### src/rtl/timekeeper_pkg.sv
// timekeeper_pkg
//   Shared definitions for the time-of-day counter:
//   - state_t : FSM state encoding, also driven out on mode_out
//   - sel_t   : set_sel field encoding used in SET mode
//   - SEC_MAX / MIN_MAX : top value of the seconds and minutes fields
//   - cnt_width() : counter width needed to hold 0..modulus-1
package timekeeper_pkg;

    typedef enum logic [1:0] {
        ST_HOLD  = 2'b00,
        ST_COUNT = 2'b01,
        ST_SET   = 2'b10
    } state_t;

    typedef enum logic [1:0] {
        SEL_HR   = 2'b00,
        SEL_MIN  = 2'b01,
        SEL_SEC  = 2'b10,
        SEL_NONE = 2'b11
    } sel_t;

    localparam int SEC_MAX = 59;
    localparam int MIN_MAX = 59;

    // Bits needed to hold 0..modulus-1; never less than one bit.
    function automatic int cnt_width(input int modulus);
        return (modulus <= 2) ? 1 : $clog2(modulus);
    endfunction

endpackage

### src/rtl/mod_counter.sv
// mod_counter
//   Modulo-MOD up/down counter with synchronous clear.
//   Ports:
//     clk, rst_n : clock, asynchronous active-low reset
//     clr        : synchronous clear to 0 (wins over up/down)
//     up / down  : step +1 / -1 with wrap; both together hold the value
//     q          : current count, 0..MOD-1
//     carry      : up while q is at MOD-1 (combinational, feeds the next stage)
module mod_counter
    import timekeeper_pkg::*;
#(
    parameter int MOD = 60,
    parameter int W   = cnt_width(MOD)
) (
    input  logic         clk,
    input  logic         rst_n,
    input  logic         clr,
    input  logic         up,
    input  logic         down,
    output logic [W-1:0] q,
    output logic         carry
);

    localparam logic [W-1:0] MAXV = W'(MOD - 1);

    logic [W-1:0] r_q;

    always_ff @(posedge clk or negedge rst_n) begin
        if (!rst_n) begin
            r_q <= '0;
        end else if (clr) begin
            r_q <= '0;
        end else if (up && !down) begin
            r_q <= (r_q == MAXV) ? '0 : r_q + 1'b1;
        end else if (down && !up) begin
            r_q <= (r_q == '0) ? MAXV : r_q - 1'b1;
        end
    end

    assign q     = r_q;
    assign carry = up && (r_q == MAXV);

endmodule

### src/rtl/timekeeper_fsm.sv
// timekeeper_fsm
//   Time-of-day counter (subsec/second/minute/hour) with HOLD, COUNT and SET modes.
//   Ports:
//     clk_10000Hz    : tick clock, TICK_HZ cycles per second
//     rst_n          : asynchronous active-low reset
//     enable         : run request (level)
//     setting_enable : set-mode request (level)
//     set_sel        : field stepped in SET (hour/minute/second/none)
//     inc / dec      : step selected field up / down on rising edge
//     subsec_out, seconds_out, minutes_out, hours_out : registered counter values
//     mode_out       : current FSM state (HOLD/COUNT/SET)
//     sec_tick       : one-cycle strobe with each counted second increment
//     day_wrap       : one-cycle strobe with the rollover to 0:00:00
module timekeeper_fsm
    import timekeeper_pkg::*;
#(
    parameter int TICK_HZ   = 10000,
    parameter int HOURS_MAX = 24,
    parameter int SUBSEC_W  = 14
) (
    input  logic                clk_10000Hz,
    input  logic                rst_n,
    input  logic                enable,
    input  logic                setting_enable,
    input  logic [1:0]          set_sel,
    input  logic                inc,
    input  logic                dec,
    output logic [SUBSEC_W-1:0] subsec_out,
    output logic [5:0]          seconds_out,
    output logic [5:0]          minutes_out,
    output logic [4:0]          hours_out,
    output logic [1:0]          mode_out,
    output logic                sec_tick,
    output logic                day_wrap
);

    state_t r_state;
    logic   r_inc_d;
    logic   r_dec_d;
    logic   r_sec_tick;
    logic   r_day_wrap;

    state_t w_next_state;
    logic   w_count;
    logic   w_in_set;
    logic   w_inc_rise;
    logic   w_dec_rise;
    logic   w_step_up;
    logic   w_step_dn;
    logic   w_sub_carry;
    logic   w_sec_carry;
    logic   w_min_carry;
    logic   w_hr_carry;
    logic   w_sec_wrap;
    logic   w_min_wrap;
    logic   w_day;

    // en=1,se=1 is illegal and simply keeps the current state.
    function automatic state_t fsm_next(input state_t cur, input logic en, input logic se);
        state_t nxt;
        nxt = cur;
        unique case (cur)
            ST_HOLD:  if (en && !se) nxt = ST_COUNT;
                      else if (!en && se) nxt = ST_SET;
            ST_COUNT: if (!en && se) nxt = ST_SET;
                      else if (!en && !se) nxt = ST_HOLD;
            ST_SET:   if (en && !se) nxt = ST_COUNT;
                      else if (!en && !se) nxt = ST_HOLD;
            default:  nxt = ST_HOLD;
        endcase
        return nxt;
    endfunction

    assign w_next_state = fsm_next(r_state, enable, setting_enable);

    // Counting follows the registered state, so the first cycle after leaving
    // COUNT does no count.
    assign w_count = (r_state == ST_COUNT);

    // Stepping and the subsec clear key off the next state: an edge in the cycle
    // that enters SET is honoured, one in the cycle that leaves SET is dropped,
    // and subsec reads 0 in every cycle spent in SET.
    assign w_in_set   = (w_next_state == ST_SET);
    assign w_inc_rise = inc && !r_inc_d;
    assign w_dec_rise = dec && !r_dec_d;
    assign w_step_up  = w_in_set && w_inc_rise && !w_dec_rise;
    assign w_step_dn  = w_in_set && w_dec_rise && !w_inc_rise;

    // Carries only ripple when the stage below was driven by the count chain,
    // so SET steps never spill into neighbouring fields.
    assign w_sec_wrap = w_sec_carry && w_sub_carry;
    assign w_min_wrap = w_min_carry && w_sec_wrap;
    assign w_day      = w_hr_carry && w_min_wrap;

    mod_counter #(.MOD(TICK_HZ), .W(SUBSEC_W)) u_subsec (
        .clk   (clk_10000Hz),
        .rst_n (rst_n),
        .clr   (w_in_set),
        .up    (w_count),
        .down  (1'b0),
        .q     (subsec_out),
        .carry (w_sub_carry)
    );

    mod_counter #(.MOD(SEC_MAX + 1), .W(6)) u_sec (
        .clk   (clk_10000Hz),
        .rst_n (rst_n),
        .clr   (1'b0),
        .up    (w_sub_carry || (w_step_up && set_sel == SEL_SEC)),
        .down  (w_step_dn && set_sel == SEL_SEC),
        .q     (seconds_out),
        .carry (w_sec_carry)
    );

    mod_counter #(.MOD(MIN_MAX + 1), .W(6)) u_min (
        .clk   (clk_10000Hz),
        .rst_n (rst_n),
        .clr   (1'b0),
        .up    (w_sec_wrap || (w_step_up && set_sel == SEL_MIN)),
        .down  (w_step_dn && set_sel == SEL_MIN),
        .q     (minutes_out),
        .carry (w_min_carry)
    );

    mod_counter #(.MOD(HOURS_MAX), .W(5)) u_hour (
        .clk   (clk_10000Hz),
        .rst_n (rst_n),
        .clr   (1'b0),
        .up    (w_min_wrap || (w_step_up && set_sel == SEL_HR)),
        .down  (w_step_dn && set_sel == SEL_HR),
        .q     (hours_out),
        .carry (w_hr_carry)
    );

    // State, edge history and strobes; strobes land on the same edge as the
    // counter update they describe.
    always_ff @(posedge clk_10000Hz or negedge rst_n) begin
        if (!rst_n) begin
            r_state    <= ST_HOLD;
            r_inc_d    <= 1'b0;
            r_dec_d    <= 1'b0;
            r_sec_tick <= 1'b0;
            r_day_wrap <= 1'b0;
        end else begin
            r_state    <= w_next_state;
            r_inc_d    <= inc;
            r_dec_d    <= dec;
            r_sec_tick <= w_sub_carry;
            r_day_wrap <= w_day;
        end
    end

    assign mode_out = r_state;
    assign sec_tick = r_sec_tick;
    assign day_wrap = r_day_wrap;

endmodule

### config.mk
export PLATFORM = sky130hd
export DESIGN_NAME = timekeeper_fsm
export DESIGN_NICKNAME = d
export VERILOG_FILES = /design/src/rtl/timekeeper_pkg.sv /design/src/rtl/mod_counter.sv /design/src/rtl/timekeeper_fsm.sv
export SDC_FILE = /design/constraint.sdc
export NUM_CORES = 1
export LEC_CHECK = 0
export CORE_UTILIZATION = 40
export CTS_BUF_LIST = sky130_fd_sc_hd__clkbuf_8
export CTS_CLUSTER_DIAMETER = 50
export DETAILED_ROUTE_END_ITERATION = 8
export GPL_TIMING_DRIVEN = 0
export PLACE_DENSITY = 0.65
export SYNTH_ARGS = -nofsm -noshare
export SYNTH_HDL_FRONTEND = slang
export SYNTH_SLANG_ARGS = --single-unit
### constraint.sdc
create_clock -name clk_10000Hz -period 2.2 [get_ports clk_10000Hz]
set_input_delay 0.33 -clock clk_10000Hz [delete_from_list [all_inputs] [get_ports clk_10000Hz]]
set_output_delay 0.33 -clock clk_10000Hz [all_outputs]
set_load 0.02 [all_outputs]
==> Flow_metrics.wiki, run 1 <==
{| class="wikitable"
! Metric !! Value
|-
| Run status || complete, but fails checks
|-
| Violated checks || setup timing
|-
| Minimum period implied by the final worst setup slack || 2.257 ns
|-
| Row count || 28
|-
| Reg-to-reg slack, setup || -0.06 ns
|-
| Cell Chain, Critical Path || nor4b_4 -> and4_4 -> nand4_1 -> o31ai_2 -> ha_2 -> buf_8 -> and3_4 -> a221oi_2 -> o31ai_1
|-
| Largest buffer count on any clock path || 2
|-
| Number of remaining DRC errors || 0
|-
| Pwr per Cell Area || 854.2 nW/um2
|-
| CP Max Fanout || 8
|-
| N_diodes || 0
|-
| Async S/R FF share, synth || 100.0%
|-
| Overflow after GRT || 0
|-
| Final count of negative-setup-slack endpoints || 3
|-
| Total CTS buffers || 5
|-
| Data required time of the worst path || 2.40 ns
|-
| Number of distinct standard cells referenced by the synthesized netlist || 62
|-
| Initial Util || 42.08%
|-
| Remaining max-slew budget at the tightest pin || 43.78%
|-
| Floorplan Core Area || 5991 um2
|-
| Static power due to leakage || 1.448 nW
|-
| Startpoint type of the worst setup path || flop
|-
| Count of mapped cells out of synthesis || 278
|-
| Cts hold-fix bufs || 0
|-
| CTS tree || built
|-
| Most area-consuming cells after synthesis || dfrtp_1 (37%), ha_1 (6.0%), a21oi_1 (4.2%)
|-
| Worst Setup EP || u_hour.q[3]
|-
| R2r endpoint || u_hour.q[3]
|-
| Initial antenna violation count || 0
|-
| Number of synthesized flops with an enable pin || 0
|-
| Hold crit path type || in -> async
|-
| Synthesis-stage register bit count || 37
|-
| Worst vdd ir || 0.5269 mV
|-
| Via count of the first global-routing pass || 2345
|-
| Number of placed I/O pins || 43
|-
| Main flop type after synthesis || dfrtp_1
|-
| Critical Path Max Stage Delay || 0.43 ns
|-
| Slew @ Worst Pin || 0.8433 ns
|-
| Reported net switching power || 0.001309 W
|-
| Endpoint type of the worst setup path || flop
|-
| Die X || 81.39 um
|-
| Share of layout cells above drive strength 1 || 29.86%
|-
| Total wirelength of the detailed-routed design || 6615 um
|-
| Flop pwr share || 31.6%
|-
| Combinational Power Share || 53.2%
|-
| Pin count of the biggest net entering global routing || 38
|-
| Yosys warnings || 0
|-
| Area share of the largest cell type after synthesis || 36.72%
|-
| Routed WL per cell || 15.38 um
|-
| Most numerous cell in the Yosys netlist || dfrtp_1
|-
| Startpoint of the lowest-slack register-to-register path || u_subsec.q[4]
|-
| Top cells by count, synth || dfrtp_1 (37), a21oi_1 (21), inv_1 (19)
|-
| Maximum clock skew at final layout || 0.009370 ns
|-
| Mapped Nets || 298
|-
| Clock slew at reported path FFs || 0.08 ns
|-
| Arrival time at the worst endpoint || 2.45 ns
|-
| Clock latency of the later-clocked register in the worst-skew pair || 0.30 ns
|-
| Setup CP Type || reg -> reg
|-
| Origin of the worst setup path || u_subsec.q[4]
|-
| Internal power consumption || 0.001786 W
|-
| Sequential cell area fraction in the yosys report || 36.72%
|-
| Die Y-Extent || 81.39 um
|-
| Maximum level of the CTS H-tree || 2
|-
| Post-synthesis average cell area || 9.069 um2
|-
| Final design utilization || 60.48%
|-
| Sink Count || 37
|-
| Max-capacitance violation count || 0
|-
| Library cell used as clock root buffer || clkbuf_8
|-
| Switching portion of total power || 42.29%
|-
| Cell type with the largest total area after synthesis || dfrtp_1
|-
| Area of the die || 6624 um2
|-
| Total via count in the routed design || 2481
|-
| Detailed router's first-iteration violation count || 97
|-
| RSZ-0062 raised after global routing || true
|-
| Proportion of power drawn by the clock network || 15.2%
|-
| HPWL after DPL || 4161 um
|-
| Library cell contributing the largest single delay on the critical path || dfrtp_2
|-
| Post-route ant nets || 0
|-
| Hold Fails Final Rpt || 0
|-
| Ratio of final minimum period to clock period || 102.6%
|-
| Worst setup slack after layout || -0.05709 ns
|-
| Post-synth design cell area || 2521 um2
|-
| Overall fraction of global-route tracks in use || 21.46%
|-
| Ratio of routed vias to standard cells || 5.770
|-
| Area added between synthesis and finish || 43.72%
|-
| Pre-CTS setup slack || -0.4770 ns
|-
| Maximum clock frequency || 443.0 MHz
|-
| Depth of the worst register-to-register path || 9
|-
| Global placement routability congestion || 0.8613
|-
| Total number of nets in the final design || 374
|-
| Wire length of the first global-routing pass || 11030 um
|-
| First drt pass iteration count || 4
|-
| Number of port buffers || 42
|-
| Final Slew Violations || 0
|}
-- power by group through the flow --
stage	combinational, W	sequential [W]	clock (W)
2_1_floorplan	0.000725	0.00117	0
4_1_cts	0.00152	0.000976	0.000485
3_5_place_dp	0.00134	0.00104	0
5_1_grt	0.00179	0.00100	0.000510
3_3_place_gp	0.00133	0.00104	0
6_report	0.00165	0.000979	0.000471
-- cell type report --
type                       instances  area (um2)
sequential                        37       939.7
multi-input combinational        205        1659
fill                             507        2367
timing repair buffer              70       643.1
clock buffer                       5       68.82
inverter                          22       85.08
clock inverter                     3       13.76
tap                               75       93.84
buffer                            13       120.1
-- cells by family (layout without fill, tap and decap cells) --
group                      count (synthesis)  count (layout)  share of synthesized area (%)
buffers and inverters                     36             113                          6.501
xor gates and xnor gates                   5               5                          1.737
and+or+nand+nor                           97              97                          24.07
adders and majority gates                 12              12                          5.955
AOI/OAI and AO/OA                         88              88                          23.77
muxes                                      3               3                          1.241
DFF                                       37              37                          36.72
-- placed cells by master (no fill, tap or decap), types with 3 or more instances in the layout --
cell	count
a21oi_1	21
a31oi_1	6
and4_4	3
buf_4	27
buf_6	5
clkbuf_1	3
clkbuf_8	6
clkdlybuf4s50_1	39
dfrtp_1	26
dfrtp_2	11
ha_1	6
ha_2	3
ha_4	3
inv_1	19
inv_2	3
nand2_1	14
nand3_1	10
nand3_2	3
nand4_1	9
nor2_1	9
o21ai_0	9
o21ai_1	7
o22a_1	3
o31ai_1	9
or3_1	8
or4_1	9
xor2_1	3
-- flip-flops by register name (all words and copies together) (netlist names) --
register and cells:
u_subsec.q 14, u_min.q 6, u_sec.q 6, u_hour.q 5, mode_out 2, day_wrap 1, r_dec_d 1, r_inc_d 1
sec_tick 1
-- through the flow --
step	hold WS, ns	area [um2]	power, W	cells	setup TNS, ns
3_3_place_gp	0.5326	3095	0.002368	395	-13.69
3_5_place_dp	0.4885	3090	0.002379	395	-6.433
4_1_cts	0.1755	3452	0.002982	427	-0.09982
2_1_floorplan	0.03441	2581	0.001898	278	0
6_report	0.1300	3623	0.003095	430	-0.1341
5_1_grt	0.2002	3623	0.003302	430	-0.8482
-- worst min path at each step --
stage,cells after the start,endpoint,from
after CTS,1,u_subsec.q[6],rst_n
after global placement,1,u_subsec.q[10],u_subsec.q[10]
after global routing,1,u_subsec.q[6],rst_n
after floorplan,0,day_wrap,rst_n
final,1,u_subsec.q[6],rst_n
after detailed placement,1,u_subsec.q[6],rst_n
-- repair_timing --
action | CTS | global route
buffers inserted | 23 | 4
gates resized for setup | 26 | 38
endpoints found under the setup margin | 16 | 18
pin swaps | 10 | 14
gates cloned | 1 | 0
hold endpoints to repair | 0 | 0
-- routing by layer --
layer	GRT usage (%)	up-vias	share of wire (%)
met5	0	-	0
met4	6.607	0	1.5
met3	4.157	10	4.2
met2	36.42	50	49
met1	27.28	1212	45
li1	-	1209	-
-- critical path, delay by kind of cell, from the launching register on --
kind / cells / cell delay [ns]
compound gates: 3 / 0.44
fa+ha+maj: 1 / 0.22
simple gates: 4 / 0.94
flops: 1 / 0.43
buf+inv: 1 / 0.13
(Power assumes the default switching activity.)
==> inputs of run 2 (changes only) <==
--- a/config.mk
+++ b/config.mk
@@ -5,12 +5,13 @@
 export SDC_FILE = /design/constraint.sdc
 export NUM_CORES = 1
 export LEC_CHECK = 0
-export CORE_UTILIZATION = 40
+export CORE_UTILIZATION = 60
 export CTS_BUF_LIST = sky130_fd_sc_hd__clkbuf_8
 export CTS_CLUSTER_DIAMETER = 50
 export DETAILED_ROUTE_END_ITERATION = 8
+export DONT_BUFFER_PORTS = 1
 export GPL_TIMING_DRIVEN = 0
-export PLACE_DENSITY = 0.65
+export PLACE_DENSITY = 0.79
 export SYNTH_ARGS = -nofsm -noshare
 export SYNTH_HDL_FRONTEND = slang
 export SYNTH_SLANG_ARGS = --single-unit
==> Flow_metrics.wiki, run 2 (synthesis gave the netlist of run 1 again) <==
{| class="wikitable"
! Metric !! Value
|-
| Run status || complete, but fails checks (unchanged)
|-
| Violated checks || setup timing (unchanged)
|-
| Commonest non-fill, non-tap cell in the layout || dfrtp_1 (was clkdlybuf4s50_1)
|-
| Overall fraction of global-route tracks in use || 29.30% (was 21.46%)
|-
| Sink Count || 37 (unchanged)
|-
| Max FFs per register || 14 (unchanged)
|-
| Ratio of routed vias to standard cells || 6.540 (was 5.770)
|-
| Worst Min Path Start || inc
|-
| Endpoint, Worst Hold || r_inc_d
|-
| Die X || 66.82 um (was 81.39 um)
|-
| Startpoint of the lowest-slack register-to-register path || u_subsec.q[4] (unchanged)
|-
| Maximum clock frequency || 422.1 MHz (was 443.0 MHz)
|-
| First drt pass iteration count || 4 (unchanged)
|-
| Number of placed I/O pins || 43 (unchanged)
|-
| Initial antenna violation count || 0 (unchanged)
|-
| Clock slew at reported path FFs || 0.08 ns (about the same)
|-
| Slew @ Worst Pin || 0.5370 ns (was 0.8433 ns)
|-
| Data required time of the worst path || 2.38 ns (was 2.40 ns)
|-
| Area of the die || 4465 um2 (was 6624 um2)
|-
| Total wirelength of the detailed-routed design || 6444 um (was 6615 um)
|-
| N_diodes || 0 (unchanged)
|-
| Depth of the worst register-to-register path || 9 (unchanged)
|-
| Post-route ant nets || 0 (unchanged)
|-
| Remaining max-slew budget at the tightest pin || 64.20% (was 43.78%)
|-
| Pin count of the biggest net entering global routing || 38 (unchanged)
|-
| Post-layout instance area || 3054 um2 (was 3623 um2)
|-
| Total CTS buffers || 5 (unchanged)
|-
| CP Max Fanout || 8 (unchanged)
|-
| CTS tree || built (unchanged)
|-
| Global placement routability congestion || 0.8684 (was 0.8613)
|-
| Worst vdd ir || 0.6481 mV (was 0.5269 mV)
|-
| Setup CP Type || reg -> reg (unchanged)
|-
| Arrival time at the worst endpoint || 2.54 ns (was 2.45 ns)
|-
| Maximum level of the CTS H-tree || 2 (unchanged)
|-
| Overflow after GRT || 0 (unchanged)
|-
| Routed WL per cell || 18.41 um (was 15.38 um)
|-
| Pre-CTS setup slack || -0.3589 ns (was -0.4770 ns)
|-
| Area after DPL || 2644 um2 (was 3090 um2)
|-
| Floorplan Core Area || 4029 um2 (was 5991 um2)
|-
| RSZ-0062 raised after global routing || true (unchanged)
|-
| Die Y-Extent || 66.82 um (was 81.39 um)
|-
| Worst setup slack after layout || -0.1689 ns (was -0.05709 ns)
|-
| Clock latency of the later-clocked register in the worst-skew pair || 0.29 ns (was 0.30 ns)
|-
| Maximum clock skew at final layout || 0.01070 ns (was 0.009370 ns)
|-
| Minimum period implied by the final worst setup slack || 2.369 ns (was 2.257 ns)
|-
| Library cell used as clock root buffer || clkbuf_8 (unchanged)
|-
| Most frequent cells in the layout || dfrtp_1 (26), a21oi_1 (21), inv_1 (18) (was clkdlybuf4s50_1 (39), buf_4 (27), dfrtp_1 (26))
|-
| Static power due to leakage || 1.194 nW (was 1.448 nW)
|-
| R2r endpoint || u_min.q[0] (was u_hour.q[3])
|-
| HPWL after DPL || 3942 um (was 4161 um)
|-
| Reg-to-reg slack, setup || -0.17 ns (was -0.06 ns)
|-
| Ratio of final minimum period to clock period || 107.7% (was 102.6%)
|-
| Pwr per Cell Area || 919.4 nW/um2 (was 854.2 nW/um2)
|-
| Final count of negative-setup-slack endpoints || 14 (was 3)
|-
| Worst hold slack after final layout || 0.05726 ns (was 0.1300 ns)
|-
| Max-capacitance violation count || 0 (unchanged)
|-
| Largest buffer count on any clock path || 2 (unchanged)
|-
| Number of port buffers || 0 (was 42)
|-
| Via count of the first global-routing pass || 2114 (was 2345)
|-
| Hold path depth || 0
|-
| Hold Fails Final Rpt || 0 (unchanged)
|-
| Area added between synthesis and finish || 21.14% (was 43.72%)
|-
| Hold crit path type || in -> reg (was in -> async)
|-
| Number of remaining DRC errors || 0 (unchanged)
|-
| Final Slew Violations || 0 (unchanged)
|-
| Detailed router's first-iteration violation count || 172 (was 97)
|-
| Share of layout cells above drive strength 1 || 28.67% (was 29.86%)
|-
| Total via count in the routed design || 2289 (was 2481)
|-
| Startpoint type of the worst setup path || flop (unchanged)
|-
| Filler cell count || 296 (was 507)
|-
| Initial Util || 62.58% (was 42.08%)
|-
| Row count || 23 (was 28)
|-
| Endpoint type of the worst setup path || flop (unchanged)
|-
| Total number of nets in the final design || 319 (was 374)
|-
| Wire length of the first global-routing pass || 10010 um (was 11030 um)
|}
[run 2: critical path: stages, from the launching register on]
cell and delay (ns):
dfrtp_2 0.51, nor4b_4 0.35, and4_4 0.30, nand2_2 0.10
o32ai_2 0.12, ha_2 0.33, nand2b_1 0.18, a21boi_2 0.19
o31ai_4 0.07, o31ai_1 0.10
[run 2: stage by stage]
stage               total power (W)  utilization (%)  TNS [ns]  std cells
floorplan                  0.001898                -         0        278
global placement           0.002059            65.62    -3.162        328
detailed placement         0.002089            65.62    -3.669        328
CTS                        0.002729            74.22    -1.075        351
global route               0.002971            75.81    -3.048        350
finish                     0.002808            75.81    -1.502        350
[run 2: worst max path at each step]
stage | slack, ns | endpoint | start
after global placement | -0.33 | u_hour.q[0] | u_min.q[0]
after global routing | -0.27 | u_min.q[3] | u_subsec.q[4]
after CTS | -0.13 | u_min.q[2] | u_subsec.q[0]
final | -0.17 | u_min.q[0] | u_subsec.q[4]
after detailed placement | -0.36 | u_hour.q[0] | u_min.q[0]
after floorplan | 0.001 | u_min.q[2] | u_subsec.q[0]
[run 2: repair_timing]
action,in CTS,in global routing
hold buffers,2,0
cloned,1,0
pin swaps,8,8
setup buffers,12,4
endpoints found under the setup margin,16,18
endpoints found under the hold margin,37,0
gates resized for setup,36,17
[run 2: area by class of cell]
type                       count  area (um2)  area share, %
inverter                      22       82.58          2.704
sequential                    37       939.7          30.77
multi-input combinational    205        1605          52.56
timing repair buffer          15       133.9          4.383
buffer                        13       128.9          4.220
clock buffer                   7       96.34          3.154
tap                           50       62.56          2.048
clock inverter                 1       5.005         0.1639
[run 2: report_power, final]
| part | switching [W] | internal (W) | total, W |
|---|---|---|---|
| registers | 0.000415 | 0.000825 | 0.00124 |
| clock network | 0.000255 | 0.000284 | 0.000539 |
| logic | 0.000590 | 0.000440 | 0.00103 |
| total | 0.00126 | 0.00155 | 0.00281 |
[run 2: per-layer routing]
layer / GRT usage [%] / routed length, um / vias up
met2: 49.24 / 3198 / 78
li1: - / - / 1095
met5: 0 / 0 / -
met4: 7.979 / 81 / 0
met1: 36.71 / 2769 / 1106
met3: 7.705 / 394 / 10
==> inputs of run 3 (changes only) <==
--- a/config.mk
+++ b/config.mk
@@ -8,6 +8,7 @@
 export CORE_UTILIZATION = 60
 export CTS_BUF_LIST = sky130_fd_sc_hd__clkbuf_8
 export CTS_CLUSTER_DIAMETER = 50
+export CTS_CLUSTER_SIZE = 14
 export DETAILED_ROUTE_END_ITERATION = 8
 export DONT_BUFFER_PORTS = 1
 export GPL_TIMING_DRIVEN = 0
==> results of run 3 <==
No change in the layout: final DEF, timing and power equal those of run 2.
